**src/rtl/frame_uart_streamer.sv**
```systemverilog
// Frame packetiser: streams a (optionally decimated) raster over the UART byte interface
// as sync word, dimension header, payload bytes and an 8-bit additive checksum.
module frame_uart_streamer #(
   parameter int WIDTH    = 640,
   parameter int HEIGHT   = 480,
   parameter int CHANNELS = 3,
   parameter int CH_W     = 10,
   parameter int DECIM    = 1
) (
   input  logic                     clk,
   input  logic                     rst,
   input  logic                     start,
   input  logic                     abort,
   input  logic [CHANNELS*CH_W-1:0] pix_data,
   input  logic                     pix_valid,
   output logic                     pix_ready,
   output logic [7:0]               tx_data,
   output logic                     tx_start,
   input  logic                     tx_busy,
   input  logic                     tx_done,
   output logic                     busy,
   output logic                     frame_done,
   output logic [2:0]               state
);

   localparam logic [15:0] OW       = 16'(WIDTH / DECIM);
   localparam logic [15:0] OH       = 16'(HEIGHT / DECIM);
   localparam logic [15:0] LAST_COL = 16'(WIDTH - 1);
   localparam logic [15:0] LAST_ROW = 16'(HEIGHT - 1);
   localparam logic [15:0] DMASK    = 16'(DECIM - 1);
   localparam logic [2:0]  LAST_CH  = 3'(CHANNELS - 1);
   localparam logic [7:0]  CH_BYTE  = 8'(CHANNELS);

   typedef enum logic [2:0] {
      S_IDLE  = 3'd0,
      S_HDR   = 3'd1,
      S_FETCH = 3'd2,
      S_PIX   = 3'd3,
      S_CSUM  = 3'd4,
      S_WAIT  = 3'd5,
      S_DONE  = 3'd6
   } state_t;

   state_t                   cur_state;
   state_t                   ret_state;
   logic [15:0]              row;
   logic [15:0]              col;
   logic [2:0]               byte_idx;
   logic [7:0]               checksum;
   logic [CHANNELS*CH_W-1:0] pix_lat;
   logic                     last_pix;
   logic                     start_armed;

   logic [7:0]               hdr_byte;
   logic [7:0]               pix_byte;
   logic [7:0]               send_byte;
   logic                     sum_en;
   logic                     keep_pix;
   logic                     at_last;

   assign state = cur_state;
   assign busy  = (cur_state != S_IDLE);

   always_comb begin
      hdr_byte = CH_BYTE;
      case (byte_idx)
         3'd0:    hdr_byte = 8'hA5;
         3'd1:    hdr_byte = 8'h5A;
         3'd2:    hdr_byte = OW[15:8];
         3'd3:    hdr_byte = OW[7:0];
         3'd4:    hdr_byte = OH[15:8];
         3'd5:    hdr_byte = OH[7:0];
         default: hdr_byte = CH_BYTE;
      endcase
   end

   // Payload goes out highest channel first, each as the top 8 bits of its field
   always_comb begin
      pix_byte = 8'h00;
      for (int c = 0; c < CHANNELS; c++) begin
         if ((LAST_CH - byte_idx) == 3'(c)) begin
            pix_byte = pix_lat[c*CH_W + CH_W - 8 +: 8];
         end
      end
   end

   // The sync word and the checksum byte itself are excluded from the sum
   always_comb begin
      send_byte = checksum;
      sum_en    = 1'b0;
      case (cur_state)
         S_HDR: begin
            send_byte = hdr_byte;
            sum_en    = (byte_idx >= 3'd2);
         end
         S_PIX: begin
            send_byte = pix_byte;
            sum_en    = 1'b1;
         end
         default: begin
            send_byte = checksum;
            sum_en    = 1'b0;
         end
      endcase
   end

   assign keep_pix = ((col & DMASK) == 16'd0) && ((row & DMASK) == 16'd0);
   assign at_last  = (col == LAST_COL) && (row == LAST_ROW);

   // Main sequencer. FETCH takes two cycles per pixel: latch with pix_ready high,
   // then classify, so the source never sees ready against a stale pixel.
   always_ff @(posedge clk or posedge rst) begin
      if (rst) begin
         cur_state   <= S_IDLE;
         ret_state   <= S_IDLE;
         row         <= 16'd0;
         col         <= 16'd0;
         byte_idx    <= 3'd0;
         checksum    <= 8'd0;
         pix_lat     <= '0;
         last_pix    <= 1'b0;
         start_armed <= 1'b1;
         tx_data     <= 8'd0;
         tx_start    <= 1'b0;
         pix_ready   <= 1'b0;
         frame_done  <= 1'b0;
      end else begin
         tx_start   <= 1'b0;
         pix_ready  <= 1'b0;
         frame_done <= 1'b0;
         if (abort && (cur_state != S_IDLE)) begin
            cur_state <= S_IDLE;
         end else begin
            case (cur_state)
               S_IDLE: begin
                  if (!start) begin
                     start_armed <= 1'b1;
                  end
                  if (start && !abort && start_armed) begin
                     start_armed <= 1'b0;
                     row         <= 16'd0;
                     col         <= 16'd0;
                     byte_idx    <= 3'd0;
                     checksum    <= 8'd0;
                     last_pix    <= 1'b0;
                     cur_state   <= S_HDR;
                  end
               end
               S_HDR, S_PIX, S_CSUM: begin
                  if (!tx_busy) begin
                     tx_data   <= send_byte;
                     tx_start  <= 1'b1;
                     ret_state <= cur_state;
                     cur_state <= S_WAIT;
                     if (sum_en) begin
                        checksum <= checksum + send_byte;
                     end
                  end
               end
               S_FETCH: begin
                  if (pix_ready) begin
                     if (col == LAST_COL) begin
                        col <= 16'd0;
                        row <= row + 16'd1;
                     end else begin
                        col <= col + 16'd1;
                     end
                     if (keep_pix) begin
                        last_pix  <= at_last;
                        byte_idx  <= 3'd0;
                        cur_state <= S_PIX;
                     end else if (at_last) begin
                        cur_state <= S_CSUM;
                     end
                  end else if (pix_valid) begin
                     pix_lat   <= pix_data;
                     pix_ready <= 1'b1;
                  end
               end
               S_WAIT: begin
                  if (tx_done && !tx_start) begin
                     case (ret_state)
                        S_HDR: begin
                           if (byte_idx == 3'd6) begin
                              byte_idx  <= 3'd0;
                              cur_state <= S_FETCH;
                           end else begin
                              byte_idx  <= byte_idx + 3'd1;
                              cur_state <= S_HDR;
                           end
                        end
                        S_PIX: begin
                           if (byte_idx == LAST_CH) begin
                              byte_idx  <= 3'd0;
                              cur_state <= last_pix ? S_CSUM : S_FETCH;
                           end else begin
                              byte_idx  <= byte_idx + 3'd1;
                              cur_state <= S_PIX;
                           end
                        end
                        default: begin
                           frame_done <= 1'b1;
                           cur_state  <= S_DONE;
                        end
                     endcase
                  end
               end
               S_DONE: begin
                  cur_state <= S_IDLE;
               end
               default: begin
                  cur_state <= S_IDLE;
               end
            endcase
         end
      end
   end

endmodule

```
**config.mk**
```make
export PLATFORM = sky130hd
export DESIGN_NAME = frame_uart_streamer
export DESIGN_NICKNAME = d
export VERILOG_FILES = /design/src/rtl/frame_uart_streamer.sv
export SDC_FILE = /design/constraint.sdc
export NUM_CORES = 1
export LEC_CHECK = 0
export CAP_MARGIN = 5
export CORE_MARGIN = 3
export CORE_UTILIZATION = 50
export CTS_CLUSTER_DIAMETER = 50
export CTS_CLUSTER_SIZE = 30
export DETAILED_ROUTE_END_ITERATION = 7
export DONT_BUFFER_PORTS = 1
export PLACE_DENSITY = 0.61
export SLEW_MARGIN = 40
export SYNTH_ARGS = -nofsm -noshare
export SYNTH_HDL_FRONTEND = slang
export SYNTH_SLANG_ARGS = --single-unit
```
**constraint.sdc**
```tcl
create_clock -name clk -period 5.5 [get_ports clk]
set_input_delay 0.275 -clock clk [delete_from_list [all_inputs] [get_ports clk]]
set_output_delay 0.275 -clock clk [all_outputs]
set_load 0.005 [all_outputs]
```
==> results.cfg <==
[critical_path]
end_kind = flip-flop
cp_top_family = compound AO/OA/AOI/OAI gates
crit_type = reg -> reg
crit_top_cell = ha_1
crit_fanout = 23
cp.arrival_ns = 4.44
worstPathRequired_ns = 5.73
slowest_stage = o41ai_1
worst_setup_path_start_kind = flip-flop
worst-path-buf-inv = 1
cpPeakStageDelay_ns = 0.53
crit_chain = buf_4 -> and2_1 -> ha_1 -> or3b_2 -> a32o_1 -> a31oi_1 -> a21oi_1 -> ha_1 -> and3_1 -> a221o_1 -> o41ai_1 -> mux2i_1 -> o211ai_1

[routing]
avgRoutedWirePerCell_um = 17.2
drc = 0
vias = 3806
routed_via_density = 6.01
wirelength_um = 10900
dr.pass1.iters = 5
final_antenna_net_count = 0
drtIter0Drc = 206

[timing]
hold_viol_final = 0
period_needed_ns = 4.21
tightest_slew_ns = 0.737
finalSetupTns_ns = 0
fin_skew_ns = 0.0193
fmax_ghz = 0.237
slew_viol_final = 0
setup_viol = 0
period_share_pct = 76.6
relSlewSlack_pct = 50.7
grt_setup_unrepaired = no

[power_and_ir_drop]
comb_power_share_pct = 38.6
leakage_nw = 2.20
p_int_w = 0.00148
p_per_area_nw_per_um2 = 460
power_switching_share_pct = 38.8
share_seq_of_total_power_pct = 40.8
peakVddDrop_mv = 0.282
power.switching_w = 0.000939
p_clk_share_pct = 20.6

[placement]
hpwl_um = 7970
portBuffers = 0
dp_cells = 615
gp_congestion = 0.847

[synth]
netlist_instances = 508
syn_area_per_cell_sq_um = 9.76
synth_edf_count = 0
synth_warnings = 0
synth_nets = 556
syn_area_sq_um = 4960
ys.flop_type = dfrtp_1
synth-seq-area-share_pct = 43.4
synth-seq-cells = 86
synth_async_sr_flop_share_pct = 100
synth.distinct_cells = 69

[clock_tree]
clkTransAtPathRegs_ns = 0.09
cts_hold_buf = 2
numCtsBuffers = 9
cts.repair.resized = 0
cts_tree = yes
clock_latency_ns = 0.36
htree_levels = 3
numClockSinks = 86
clock_path_buffers = 2
clockRootBuffer = clkbuf_8
post_cts_buffers = 0

[global_routing]
track_usage_pct = 20.1
grt_start_max_net_pins = 54
overflow = 0
grt_first_pass_wirelength_um = 18400
grt_pass1_vias = 3707
antenna_found_initial = 0

[layout]
insertedDiodeCount = 0
final_cell_count_no_fill = 633
area_growth_pct = 6.21
nFillCells = 901
final_layout_size_suffix_gt1_share_pct = 13.3
fin_nets = 547

[die]
ios = 52
dieArea_sq_um = 11200
rows = 35
fp.dieW_um = 106
core_sq_um = 9460
initial_core_util_pct = 52.4
die_h_um = 106

[hold_path]
hold_path.class = in -> reg

[outcome]
status = complete, no violations

[job]
drv_cap = 0
power by group through the flow:
stage	Combinational, W	Sequential, W	Clock, W
final	0.000936	0.000987	0.000499
after global routing	0.00106	0.00102	0.000536
after CTS	0.000942	0.000988	0.000510
after detailed placement	0.000936	0.00100	0
after global placement	0.000913	0.000995	0
after floorplan	0.000809	0.000911	0
worst register-to-register path: stages, from the launching register on:
cell,delay (ns)
dfrtp_1,0.36
buf_4,0.21
and2_1,0.19
ha_1,0.43
or3b_2,0.47
a32o_1,0.27
a31oi_1,0.26
a21oi_1,0.14
ha_1,0.34
and3_1,0.20
a221o_1,0.35
o41ai_1,0.53
mux2i_1,0.25
o211ai_1,0.10
state kept, by name (all words and copies together), names as in the netlist:
signal / cells
tx_start: 1
state: 3
ret_state: 3
row: 16
pix_lat: 24
pix_ready: 1
col: 16
frame_done: 1
start_armed: 1
byte_idx: 3
tx_data: 8
checksum: 8
last_pix: 1
kinds of logic (layout without fill, tap and decap cells):
family	Yosys count	in the layout	synth area share, %
simple gates	193	193	21.2
compound gates	122	122	17.2
flops	86	86	43.4
buf+inv	43	39	4.04
mux	38	38	8.53
xor+xnor	15	15	2.65
fa+ha+maj	11	11	2.93
worst paths after layout:
path	start	endpoint	slack [ns]	depth (start not counted)
min in group asynchronous	rst	col[0]	0.41	2
hold reg to reg	pix_lat[5]	pix_lat[5]	0.51	1
hold / removal	pix_data[23]	pix_lat[23]	0.06	1
setup / recovery	byte_idx[1]	checksum[7]	1.29	13
setup reg to reg	byte_idx[1]	checksum[7]	1.29	13
max in group asynchronous	rst	tx_data[7]	3.99	3
area by class of cell:
class	count	area, sq um	area share, %
multi-input cells	379	2610	49.6
clock buffers	9	124	2.35
well taps	129	161	3.06
flip-flops and latches	86	2150	40.9
repair buffers	6	50.0	0.950
inverters	17	65.1	1.24
clock inverters	7	103	1.95
through the flow:
step / power, W / hold slack (ns) / setup slack (ns) / util (%) / area, sq um
after CTS: 0.00244 / 0.0424 / 1.28 / 55.7 / 5270
after detailed placement: 0.00194 / 0.243 / 1.31 / 53.1 / 5020
after global placement: 0.00191 / 0.236 / 1.34 / 53.0 / 5020
after floorplan: 0.00172 / 0.352 / 1.46 / - / 4960
after global routing: 0.00261 / 0.0308 / 1.07 / 55.7 / 5270
final: 0.00242 / 0.0605 / 1.29 / 55.7 / 5270
routing by layer:
metal	global-route usage [%]	wire, um	vias up
met5	0	0	-
met3	5.39	594	8
li1	-	-	1862
met2	33.7	5390	86
met1	26.2	4810	1850
met4	4.16	97	0
synth_stat cells, drive strengths merged (12+ instances only):
| cell | instances | area (sq um) |
|---|---|---|
| dfrtp | 85 | 2130 |
| nand2 | 48 | 180 |
| mux2 | 34 | 383 |
| nor2 | 30 | 113 |
| a21oi | 27 | 135 |
| o21ai | 27 | 150 |
| inv | 16 | 60.1 |
| o31ai | 16 | 120 |
| nand3 | 15 | 75.1 |
| clkbuf | 14 | 52.6 |
| nor3 | 13 | 76.3 |
| buf | 12 | 83.8 |
cell usage in the layout, fill, tap and decap left out, types with 4 or more instances in the layout:
cell type and instances:
nor2b_1 8, dfrtp_1 85, nor4_1 11, nand2b_1 11, or4_1 7, nor3_1 12, a21oi_1 27, xor2_1 4
and2_1 8, o21ai_0 25, clkbuf_8 9, mux2i_1 4, nor2_1 29, buf_4 4, and3_1 5, nand2_1 47
or3_1 6, o31ai_1 16, inv_1 13, nand3b_1 4, a31oi_1 4, mux2_2 34, and4_1 5, a22oi_1 4
o21a_1 7, nand4_1 7, ha_1 10, nand3_1 15, a21o_1 5, xnor2_1 11
Note: power is estimated with default switching activity, not from simulation.
